`config.mk`:
```
export PLATFORM = sky130hd
export DESIGN_NAME = pr_bridge_n
export DESIGN_NICKNAME = d
export VERILOG_FILES = /design/src/rtl/pr_bridge_n.sv
export SDC_FILE = /design/constraint.sdc
export NUM_CORES = 1
export LEC_CHECK = 0
export BUFFER_PORTS_ARGS = -buffer_cell sky130_fd_sc_hd__buf_2
export CORE_ASPECT_RATIO = 0.75
export CORE_MARGIN = 4
export CORE_UTILIZATION = 29
export CTS_CLUSTER_SIZE = 40
export DETAILED_ROUTE_END_ITERATION = 8
export HOLD_SLACK_MARGIN = 0.02
export REMOVE_ABC_BUFFERS = 1
export SLEW_MARGIN = 30
export SYNTH_ARGS = -nofsm -noshare
export SYNTH_HDL_FRONTEND = slang
export SYNTH_SLANG_ARGS = --single-unit
```
`constraint.sdc`:
```
create_clock -name clk -period 1.7 [get_ports clk]
set_clock_uncertainty 0.15 [all_clocks]
set_input_delay 0.085 -clock clk [delete_from_list [all_inputs] [get_ports clk]]
set_output_delay 0.085 -clock clk [all_outputs]
set_load 0.1 [all_outputs]
```
`src/rtl/pr_bridge_n.sv`:
```
// pr_bridge_n: CPU Pr* bus to N_DEV memory-mapped slots with wait-state stall and AdEL/AdES reporting.
// Optional macro PR_BRIDGE_TIMEOUT_EN adds the wait counter and the timeout-to-error path.
module pr_bridge_n #(
    parameter int          N_DEV     = 2,
    parameter logic [31:0] BASE      = 32'h0000_7F00,
    parameter int          WIN_BYTES = 16,
    parameter int          TIMEOUT   = 15,
    localparam int         AW        = ($clog2(WIN_BYTES) > 2) ? $clog2(WIN_BYTES) - 2 : 1
) (
    input  logic                 clk,
    input  logic                 reset,
    input  logic                 cpu_req,
    input  logic                 cpu_we,
    input  logic [31:0]          cpu_addr,
    input  logic [31:0]          cpu_wdata,
    input  logic [3:0]           cpu_be,
    output logic [31:0]          cpu_rdata,
    output logic                 cpu_stall,
    output logic [4:0]           exc_code,
    output logic [N_DEV-1:0]     dev_sel,
    output logic                 dev_we,
    output logic [AW-1:0]        dev_addr,
    output logic [31:0]          dev_wdata,
    output logic [3:0]           dev_be,
    input  logic [N_DEV*32-1:0]  dev_rdata,
    input  logic [N_DEV-1:0]     dev_ack,
    input  logic [N_DEV-1:0]     dev_irq,
    output logic [5:0]           hw_int
);

    typedef enum logic [1:0] {IDLE, ACCESS, DONE, ERR} state_t;

    localparam int          SHIFT = $clog2(WIN_BYTES);
    localparam logic [31:0] SPAN  = 32'(N_DEV * WIN_BYTES);
    localparam logic [31:0] WMASK = 32'(WIN_BYTES - 1);

    state_t           state_q;
    logic             we_q;
    logic [N_DEV-1:0] devSel_q;
    logic             devWe_q;
    logic [AW-1:0]    devAddr_q;
    logic [31:0]      devWdata_q;
    logic [3:0]       devBe_q;
    logic [31:0]      cpuRdata_q;
    logic [4:0]       excCode_q;
    logic [5:0]       hwInt_q;
`ifdef PR_BRIDGE_TIMEOUT_EN
    logic [7:0]       waitCnt_q;
`endif

    logic [31:0]      offset_d;
    logic [31:0]      slotIdx_d;
    logic             hit_d;
    logic [AW-1:0]    wordOff_d;
    logic [N_DEV-1:0] decSel_d;
    logic             ackSel_d;
    logic [31:0]      ackData_d;

    // Unsigned subtraction makes addresses below BASE wrap high and miss the window.
    always_comb begin
        offset_d  = cpu_addr - BASE;
        hit_d     = offset_d < SPAN;
        slotIdx_d = offset_d >> SHIFT;
        wordOff_d = AW'((offset_d & WMASK) >> 2);
        decSel_d  = '0;
        for (int i = 0; i < N_DEV; i++) begin
            decSel_d[i] = (slotIdx_d == 32'(i));
        end
        ackSel_d  = |(dev_ack & devSel_q);
        ackData_d = '0;
        for (int i = 0; i < N_DEV; i++) begin
            if (devSel_q[i]) begin
                ackData_d = dev_rdata[i*32 +: 32];
            end
        end
    end

    always_ff @(posedge clk) begin
        if (reset) begin
            state_q    <= IDLE;
            we_q       <= 1'b0;
            devSel_q   <= '0;
            devWe_q    <= 1'b0;
            devAddr_q  <= '0;
            devWdata_q <= '0;
            devBe_q    <= '0;
            cpuRdata_q <= '0;
            excCode_q  <= '0;
            hwInt_q    <= '0;
`ifdef PR_BRIDGE_TIMEOUT_EN
            waitCnt_q  <= '0;
`endif
        end else begin
            hwInt_q <= 6'(dev_irq);
            case (state_q)
                IDLE: begin
                    excCode_q <= '0;
                    if (cpu_req) begin
                        we_q       <= cpu_we;
                        devAddr_q  <= wordOff_d;
                        devWdata_q <= cpu_wdata;
                        devBe_q    <= cpu_be;
                        if (hit_d) begin
                            state_q  <= ACCESS;
                            devSel_q <= decSel_d;
                            devWe_q  <= cpu_we;
`ifdef PR_BRIDGE_TIMEOUT_EN
                            waitCnt_q <= '0;
`endif
                        end else begin
                            state_q    <= ERR;
                            cpuRdata_q <= '0;
                            excCode_q  <= cpu_we ? 5'd5 : 5'd4;
                        end
                    end
                end
                ACCESS: begin
                    // Acks from slots other than the selected one are masked off in ackSel_d.
                    if (ackSel_d) begin
                        state_q    <= DONE;
                        cpuRdata_q <= we_q ? 32'd0 : ackData_d;
                        devSel_q   <= '0;
                        devWe_q    <= 1'b0;
                    end else begin
`ifdef PR_BRIDGE_TIMEOUT_EN
                        if (waitCnt_q == 8'(TIMEOUT)) begin
                            state_q    <= ERR;
                            cpuRdata_q <= '0;
                            excCode_q  <= we_q ? 5'd5 : 5'd4;
                            devSel_q   <= '0;
                            devWe_q    <= 1'b0;
                        end else begin
                            waitCnt_q <= waitCnt_q + 8'd1;
                        end
`endif
                    end
                end
                DONE: begin
                    state_q <= IDLE;
                end
                ERR: begin
                    state_q   <= IDLE;
                    excCode_q <= '0;
                end
                default: begin
                    state_q <= IDLE;
                end
            endcase
        end
    end

    assign cpu_stall = cpu_req & (state_q != DONE) & (state_q != ERR);
    assign cpu_rdata = cpuRdata_q;
    assign exc_code  = excCode_q;
    assign dev_sel   = devSel_q;
    assign dev_we    = devWe_q;
    assign dev_addr  = devAddr_q;
    assign dev_wdata = devWdata_q;
    assign dev_be    = devBe_q;
    assign hw_int    = hwInt_q;

endmodule

```
==> key figures, run 1 <==
Clock tree
  • Reg clk slew, reported paths: 60 ps
  • Htree depth: 3
  • Root buf cell: clkbuf_16
  • Clk sinks: 80
  • Max Root-Sink Buffers: 2
  • Total CTS buffers: 9
  • CTS tree: yes
  • Worst skew pair latency: 330 ps

Logic synthesis
  • Area of the mapped netlist: 3800 um2
  • Area contributors post-synth: dfxtp_1, nand2_1, a32oi_1
  • EDFF count, synth: 0
  • Synth Instances: 447
  • Synth top area share: 42.2%
  • Synth Warn #: 0
  • Yosys reg bits: 80
  • Post-synth ARST share: 0%
  • Post-synthesis sequential area ratio: 42.2%
  • Avg Cell Area, Syn: 8.49 um2
  • Count of cell types in the netlist: 39
  • Synth Flop Type: dfxtp_1
  • Cell taking the most area after synthesis: dfxtp_1

Pwr
  • PwrDens: 1140 nW/um2
  • Worst vdd ir: 0.511 mV
  • LEAKAGE: 0.00320 uW

Outcome
  • Status: complete, but fails checks
  • Failing checks: negative setup slack

Setup path
  • RR Startpoint: state_q[0]
  • CP max FO: 35
  • Setup crit start: state_q[0]
  • Endpoint of the worst register-to-register path: cpu_rdata[15]
  • Required time worst endpoint: 1760 ps
  • CP Launch Type: flop
  • Reg2Reg Depth: 8
  • Type of the worst setup path: flop to flop
  • Worst EP arrival: 1860 ps
  • Reg2reg setup slack: -110 ps
  • Crit. End Element: flop

Global routing
  • Global-route wire length before repair: 24000 um
  • Gr ovfl total: 0
  • Vias in the first global route: 4812
  • Antenna violations before repair: 0
  • Gr usage total: 19.6%
  • Largest net degree at the start of global routing: 41

Floorplan
  • Initial Util: 30.3%
  • Die Area: 15000 um2
  • Die width: 140 um
  • CORE AREA: 12500 um2
  • IO Count: 225
  • Cell Rows: 35
  • Chip height: 107 um

Timing
  • F_max: 553 MHz
  • Worst slew margin: 65.8%
  • Max-slew violation count: 0
  • Fin crit period: 1810 ps
  • RSZ-0062 raised after global routing: true
  • Worst Tran Pin Value: 516 ps
  • Fin crit share: 106%
  • Setup TNS: -2310 ps
  • Final setup viols: 36
  • Final worst slack: -108 ps
  • Final Hold Vio Count: 0

Min path
  • Path type of the worst min-delay path: input port to flop
  • Hold Path Sink: cpu_rdata[15]
  • Hold Startpoint: dev_rdata[15]
  • Hold Path Cell Cnt: 3

Route
  • WL/cell: 17.1 um
  • # DRC: 0
  • Initial drt markers: 278
  • Pre-antenna DRT Iters: 4
  • Antenna Nets Post-Route: 0
  • Vias per std cell: 5.15
  • Drt total wl: 15900 um
  • Vias: 4799

Flow run
  • Max_cap viols: 0

Layout
  • Fraction of layout cells with a size suffix above 1: 40.9%
  • Ant diodes: 0
  • Layout Area Growth over Synthesis: 80.4%
  • Post-layout nets: 906
  • Fin util: 54.7%
  • # fillers: 1125

Placed design
  • Gpl congestion: 0.846
  • I/O Buffers: 215
  • Hpwl dp: 9680 um
==> cell usage after synthesis, drive strengths merged (4+ instances only) <==
library cell	count
o31ai	32
nor2b	5
nand2	90
a32oi	35
a21oi	40
clkbuf	32
a22oi	32
buf	22
ha	5
dfxtp	80
nor4b	4
nor2	4
and3	33
==> timing repair <==
action	4_1_cts	5_1_grt
gates cloned	1	2
gates resized for setup	28	30
setup buffers	1	1
pin swaps	16	8
setup endpoints to repair	38	37
hold buffers	104	0
endpoints found under the hold margin	74	0
==> layer usage <==
metal | routed length [um] | global-route usage, % | share of wire (%)
met1 | 6210 | 22.3 | 39
met2 | 8070 | 34.7 | 51
met3 | 865 | 4.10 | 5.4
met4 | 753 | 10.2 | 4.7
met5 | 0 | 0 | 0
==> final cells by class <==
cell class | instances | area [um2] | share of cell area, %
Clock buffer | 12 | 246 | 3.60
Clock inverter | 3 | 42.5 | 0.621
Inverter | 3 | 13.8 | 0.201
Multi-Input combinational cell | 316 | 2220 | 32.4
Sequential cell | 80 | 1600 | 23.4
Tap cell | 166 | 208 | 3.03
Timing Repair Buffer | 351 | 2510 | 36.7
==> cells by family (layout without fill, tap and decap cells) <==
kind of cell / Yosys count / after routing / share of synthesized area [%]
AND/OR/NAND/NOR: 154 / 154 / 20.2
AO/OA/AOI/OAI: 147 / 147 / 27.6
other: 1 / 7 / 0.0988
flip-flops: 80 / 80 / 42.2
buffers and inverters: 57 / 369 / 7.52
multiplexers: 3 / 3 / 0.791
adder cells (fa/ha/maj): 5 / 5 / 1.65
==> worst max path at each step <==
stage	endpoint	slack, ps
final	cpu_rdata[15]	-110
after detailed placement	cpu_rdata[18]	-220
after global routing	cpu_rdata[15]	-160
after floorplan	cpu_rdata[0]	-1230
after CTS	dev_sel[1]	-90
after global placement	dev_sel[1]	-120
==> placed cells by master, fill, tap and decap left out, types with 3 or more instances in the layout <==
cell type	netlist	final
a31o_2	3	3
dlygate4sd3_1	0	104
a32oi_1	35	21
clkbuf_16	0	10
and3_1	33	28
a22oi_1	32	32
and3_4	0	5
nand2_1	90	90
o31ai_2	0	9
a21oi_1	40	40
dfxtp_1	80	78
buf_4	11	18
a32oi_2	0	14
buf_6	3	6
mux2i_1	3	3
nor2b_1	5	3
o31ai_1	32	23
conb_1	1	7
buf_2	6	213
buf_12	0	9
==> report_power, final <==
part	internal, uW	leakage, uW	switching [uW]
sequential	2080	0.000652	104
combinational	1190	0.00241	2540
clock	1170	0.000139	732
total	4440	0.00320	3370
==> stage by stage <==
stage	cell area, um2	worst slack (ps)	hold WS (ps)	total power, uW	instances
CTS	6640	-92.8	28.6	7720	928
detailed placement	5160	-220	182	5380	807
global route	6850	-163	59.0	8170	931
global placement	5160	-120	174	5330	807
finish	6850	-108	36.8	7810	931
floorplan	3540	-1230	4.07	4330	399
==> registers in the layout (all words and copies together), names as in the netlist <==
signal,cells
cpu_rdata,32
dev_wdata,32
dev_be,4
dev_addr,2
dev_sel,2
exc_code,2
hw_int,2
state_q,2
dev_we,1
we_q,1
==> critical path, cell delays in order, from the launching register on <==
cell and delay [ps]:
dfxtp_2 350, inv_2 60, ha_4 170, buf_6 110, mux2i_1 110, a32o_2 250
buf_12 190, a32oi_1 190, o31ai_1 100
No activity file was read; power rests on OpenSTA's default activity.
==> inputs of run 2 (changes only) <==
--- a/config.mk
+++ b/config.mk
@@ -12,6 +12,7 @@
 export CTS_CLUSTER_SIZE = 40
 export DETAILED_ROUTE_END_ITERATION = 8
 export HOLD_SLACK_MARGIN = 0.02
+export RECOVER_POWER = 100
 export REMOVE_ABC_BUFFERS = 1
 export SLEW_MARGIN = 30
 export SYNTH_ARGS = -nofsm -noshare
==> key figures, run 2 (synthesis results as in run 1) <==
Route
  • Initial drt markers: 329 (+18%)
  • Antenna Nets Post-Route: 0 (unchanged)
  • Pre-antenna DRT Iters: 5 (+1)
  • Vias: 4819 (+0.42%)
  • # DRC: 0 (unchanged)
  • Vias per std cell: 5.18 (+0.42%)
  • Drt total wl: 15900 um (about the same)
  • WL/cell: 17.1 um (about the same)

Global routing
  • Gr ovfl total: 0 (unchanged)
  • Largest net degree at the start of global routing: 41 (unchanged)
  • Global-route wire length before repair: 24000 um (unchanged)
  • Vias in the first global route: 4812 (unchanged)
  • Antenna violations before repair: 0 (unchanged)
  • Gr usage total: 19.6% (unchanged)

Setup path
  • CP top delay family: compound AO/OA/AOI/OAI gates
  • CP max-delay cell: dfxtp_2
  • Worst EP arrival: 1860 ps (about the same)
  • CP Launch Type: flop
  • Buffers & Inverters on Critical Path: 3 (unchanged)
  • Type of the worst setup path: flop to flop
  • CP cell instances: inv_2, ha_4, buf_6, mux2i_1, a32o_2, buf_12, a32oi_1, o31ai_1
  • Crit. End Element: flop
  • Required time worst endpoint: 1760 ps (about the same)
  • Slowest cell delay on critical path: 350 ps (about the same)
  • CP max FO: 35 (unchanged)

Timing
  • Max-slew violation count: 0 (unchanged)
  • Final Hold Vio Count: 0 (unchanged)
  • RSZ-0062 raised after global routing: true
  • F_max: 554 MHz (+0.21%)
  • Fin crit period: 1800 ps (-3.86 ps)
  • Final setup viols: 36 (unchanged)
  • Final worst slack: -104 ps (+3.86 ps)
  • Worst Tran Pin Value: 575 ps (+59.0 ps)
  • Hold Slack: 33.0 ps (-3.84 ps)
  • Setup TNS: -2220 ps (+83.5 ps)
  • Worst slew margin: 61.8% (-4.0 points)
  • Fin crit share: 106% (-0.23 points)

Clock tree
  • Root buf cell: clkbuf_16
  • Total CTS buffers: 9 (unchanged)
  • Htree depth: 3 (unchanged)
  • Max Root-Sink Buffers: 2 (unchanged)
  • Clk sinks: 80 (unchanged)
  • Reg clk slew, reported paths: 60 ps (about the same)
  • Worst skew pair latency: 330 ps (about the same)
  • CTS tree: yes

Pwr
  • LEAKAGE: 0.00313 uW (-2.0%)
  • PwrDens: 1140 nW/um2 (-0.19%)
  • Worst vdd ir: 0.512 mV (+0.17%)

Outcome
  • Status: complete, but fails checks
  • Failing checks: negative setup slack

Layout
  • Commonest non-fill, non-tap cell in the layout: buf_2
  • Layout Area Growth over Synthesis: 80.2%
  • # fillers: 1127 (+0.18%)
  • Ant diodes: 0 (unchanged)
  • Multi-input logic area: 2220 um2 (unchanged)
  • Final Cell Area: 6840 um2 (-0.13%)
  • Fraction of layout cells with a size suffix above 1: 40.9% (unchanged)
  • Most frequent cells in the layout: buf_2, dlygate4sd3_1, nand2_1
  • Post-layout nets: 906 (unchanged)
  • Reg area: 1600 um2 (unchanged)

Placed design
  • Gpl congestion: 0.846 (unchanged)
  • I/O Buffers: 215 (unchanged)
  • Area after DPL: 5160 um2 (unchanged)
  • Hpwl dp: 9680 um (unchanged)

Floorplan
  • Cell Rows: 35 (unchanged)
  • IO Count: 225 (unchanged)
  • Die Area: 15000 um2 (unchanged)
  • Chip height: 107 um (unchanged)
  • Die width: 140 um (unchanged)
  • CORE AREA: 12500 um2 (unchanged)
  • Initial Util: 30.3% (unchanged)

Flow run
  • Max_cap viols: 0 (unchanged)

Min path
  • Path type of the worst min-delay path: input port to flop
## run 2: layer usage
layer	global-route usage [%]	up-vias	routed length, um
li1	-	2282	-
met1	22.3	2274	6270
met2	34.7	196	8120
met3	4.10	67	739
met4	10.2	0	779
met5	0	-	0
## run 2: worst paths after layout
| check | slack [ps] | depth (start not counted) | endpoint | startpoint |
|---|---|---|---|---|
| setup / recovery | -100 | 8 | cpu_rdata[15] | state_q[0] |
| hold / removal | 30 | 3 | cpu_rdata[15] | dev_rdata[15] |
| setup reg to reg | -100 | 8 | cpu_rdata[15] | state_q[0] |
| hold reg to reg | 300 | 2 | dev_wdata[24] | dev_wdata[24] |
## run 2: timing repair
action / in CTS / in global routing
resized for setup: 28 / 30
cloned: 1 / 2
hold buffers: 104 / 0
buffers inserted: 1 / 1
endpoints found under the hold margin: 74 / 0
pin swaps: 16 / 8
setup endpoints to repair: 38 / 37
## run 2: layout make-up
class | count | area share [%]
inverter | 3 | 0.201
clock inverter | 3 | 0.622
clock buffer | 12 | 3.60
timing repair buffer | 351 | 36.6
sequential | 80 | 23.5
multi-input combinational | 316 | 32.4
tap | 166 | 3.04
## run 2: report_power, final
part / switching (uW) / total [uW] / internal [uW]
Clock: 730 / 1900 / 1170
Sequential: 111 / 2190 / 2080
Combinational: 2530 / 3700 / 1160
## run 2: tightest hold or removal path: cells and delay by family
family          cells  cell delay [ps]
compound gates      2              320
buf+inv             1               80
## run 2: metrics by stage
| stage | power, uW | cells | util (%) | setup slack, ps |
|---|---|---|---|---|
| 5_1_grt | 8150 | 931 | 54.6 | -163 |
| 3_3_place_gp | 5330 | 807 | 41.2 | -120 |
| 6_report | 7790 | 931 | 54.6 | -104 |
| 2_1_floorplan | 4330 | 399 | - | -1230 |
| 3_5_place_dp | 5380 | 807 | 41.2 | -220 |
| 4_1_cts | 7720 | 928 | 53.0 | -92.8 |
==> inputs of run 3 (changes only) <==
--- a/config.mk
+++ b/config.mk
@@ -9,6 +9,7 @@
 export CORE_ASPECT_RATIO = 0.75
 export CORE_MARGIN = 4
 export CORE_UTILIZATION = 29
+export CTS_CLUSTER_DIAMETER = 60
 export CTS_CLUSTER_SIZE = 40
 export DETAILED_ROUTE_END_ITERATION = 8
 export HOLD_SLACK_MARGIN = 0.02
==> constraint.sdc (replaced) <==
create_clock -name clk -period 2.25 [get_ports clk]
set_clock_uncertainty 0.15 [all_clocks]
set_input_delay 0.1125 -clock clk [delete_from_list [all_inputs] [get_ports clk]]
set_output_delay 0.1125 -clock clk [all_outputs]
set_load 0.1 [all_outputs]
==> key figures, run 3 (synthesis results as in run 1) <==
Outcome
  • Status: complete, no violations

Route
  • Vias per std cell: 5.17 (-0.11%)
  • Antenna Nets Post-Route: 0 (unchanged)
  • Initial drt markers: 340 (+3.3%)
  • # DRC: 0 (unchanged)
  • Pre-antenna DRT Iters: 5 (unchanged)
  • Drt total wl: 14900 um (-6.3%)
  • WL/cell: 16.4 um (-3.9%)
  • Vias: 4695 (-2.6%)

Floorplan
  • Die width: 140 um (unchanged)
  • Initial Util: 30.3% (unchanged)
  • IO Count: 225 (unchanged)
  • CORE AREA: 12500 um2 (unchanged)
  • Chip height: 107 um (unchanged)
  • Cell Rows: 35 (unchanged)
  • Die Area: 15000 um2 (unchanged)

Global routing
  • Gr ovfl total: 0 (unchanged)
  • Gr usage total: 18.8% (-0.78 points)
  • Largest net degree at the start of global routing: 45 (+9.8%)
  • Vias in the first global route: 4658 (-3.2%)
  • Global-route wire length before repair: 23300 um (-3.2%)
  • Antenna violations before repair: 0 (unchanged)

Pwr
  • Clock power share: 28.2% (+3.8 points)
  • Worst vdd ir: 0.517 mV (+1.1%)
  • P_sw: 2390 uW (-29%)
  • PwrDens: 875 nW/um2 (-23%)
  • Int Pwr: 3050 uW (-31%)
  • Sw Ratio: 43.9% (+0.63 points)
  • LEAKAGE: 0.00250 uW (-20%)
  • Total power: 5430 uW (-30%)
  • Sequential power share: 30.5% (+2.3 points)
  • Gate power share: 41.4% (-6.1 points)

Placed design
  • Area after DPL: 5000 um2 (-3.0%)
  • I/O Buffers: 215 (unchanged)
  • Gpl congestion: 0.803 (-5.0%)
  • Hpwl dp: 9560 um (-1.2%)

Timing
  • Fin crit period: 2090 ps (+284 ps)
  • F_max: 479 MHz (-14%)
  • Fin crit share: 92.8% (-13 points)
  • Worst Tran Pin Value: 1220 ps (+649 ps)
  • Worst slew margin: 18.7% (-43 points)
  • RSZ-0062 raised after global routing: false
  • Final Hold Vio Count: 0 (unchanged)
  • Max-slew violation count: 0 (unchanged)
  • Setup TNS: 0 ps (+2220 ps)
  • Final setup viols: 0 (-100%)

Clock tree
  • Reg clk slew, reported paths: 60 ps (about the same)
  • Max Root-Sink Buffers: 2 (unchanged)
  • Worst skew pair latency: 330 ps (about the same)
  • Clk sinks: 80 (unchanged)
  • Htree depth: 3 (unchanged)
  • CTS tree: yes
  • Total CTS buffers: 9 (unchanged)
  • Postcts setup bufs: 0 (-1)
  • Root buf cell: clkbuf_16

Setup path
  • RR Startpoint: state_q[0]
  • Crit. End Element: flop
  • CP max FO: 32 (-8.6%)
  • Worst EP arrival: 2170 ps (+310 ps)
  • Reg2reg setup slack: 160 ps (+270 ps)
  • Required time worst endpoint: 2330 ps (+570 ps)
  • Reg2Reg Depth: 7 (-1)
  • CP Launch Type: flop
  • Endpoint of the worst register-to-register path: cpu_rdata[23]
  • Type of the worst setup path: flop to flop
  • Setup crit start: state_q[0]

Layout
  • Fraction of layout cells with a size suffix above 1: 23.7% (-17 points)
  • Layout Area Growth over Synthesis: 63.5%
  • Post-layout nets: 884 (-2.4%)
  • Most frequent cells in the layout: buf_2, dlygate4sd3_1, nand2_1
  • Final Cell Area: 6210 um2 (-9.2%)
  • Ant diodes: 0 (unchanged)
  • Fin util: 49.6% (-5.0 points)
  • Commonest non-fill, non-tap cell in the layout: buf_2

Min path
  • Hold Path Sink: cpu_rdata[3]
  • Path type of the worst min-delay path: input port to flop
  • Hold Startpoint: dev_rdata[35]
  • Hold Path Cell Cnt: 3 (unchanged)

Flow run
  • Max_cap viols: 0 (unchanged)
[run 3: area by class of cell]
type	count	area, um2
clock buffers	10	239
clock inverters	4	70.1
fillers	1227	6320
inverters	3	11.3
multi-input cells	316	1940
flip-flops and latches	80	1600
well taps	166	208
repair buffers	329	2140
[run 3: critical path: stages, from the launching register on]
cell     delay, ps
dfxtp_1        380
inv_1          100
ha_1           260
nor2b_1        160
nor4b_1        270
nand2_1        100
buf_4          260
o31ai_1        290
[run 3: stage by stage]
| stage | setup slack [ps] | cells | hold WS, ps |
|---|---|---|---|
| final | 161 | 908 | 30.7 |
| after global routing | 5.16 | 908 | 50.9 |
| after CTS | 156 | 907 | 20.2 |
| after detailed placement | 199 | 795 | 200 |
| after global placement | 285 | 795 | 199 |
| after floorplan | -683 | 399 | 31.6 |
[run 3: timing repair]
action                     in CTS  in global routing
setup endpoints to repair       0                  8
hold buffers                   98                  1
resized for setup               0                  1
hold endpoints to repair       73                  1
[run 3: worst max-delay path by stage]
stage / end / slack, ps / depth (start not counted)
2_1_floorplan: cpu_rdata[0] / -680 / 4
3_3_place_gp: dev_we / 290 / 6
3_5_place_dp: cpu_rdata[23] / 200 / 7
4_1_cts: cpu_rdata[28] / 160 / 5
5_1_grt: cpu_rdata[8] / 5 / 5
6_report: cpu_rdata[23] / 160 / 7
[run 3: power groups by stage]
stage,Combinational (uW),Sequential (uW),Clock (uW)
6_report,2250,1650,1530
3_3_place_gp,2150,1670,0
5_1_grt,2370,1670,1620
2_1_floorplan,656,2620,0
3_5_place_dp,2180,1680,0
4_1_cts,2280,1650,1580
[run 3: per-layer routing]
layer | GRT usage, % | wire [um] | up-vias
met1 | 21.8 | 6000 | 2270
met5 | 0 | 0 | -
li1 | - | - | 2230
met2 | 33.8 | 7760 | 153
met4 | 8.37 | 494 | 0
met3 | 3.66 | 643 | 42
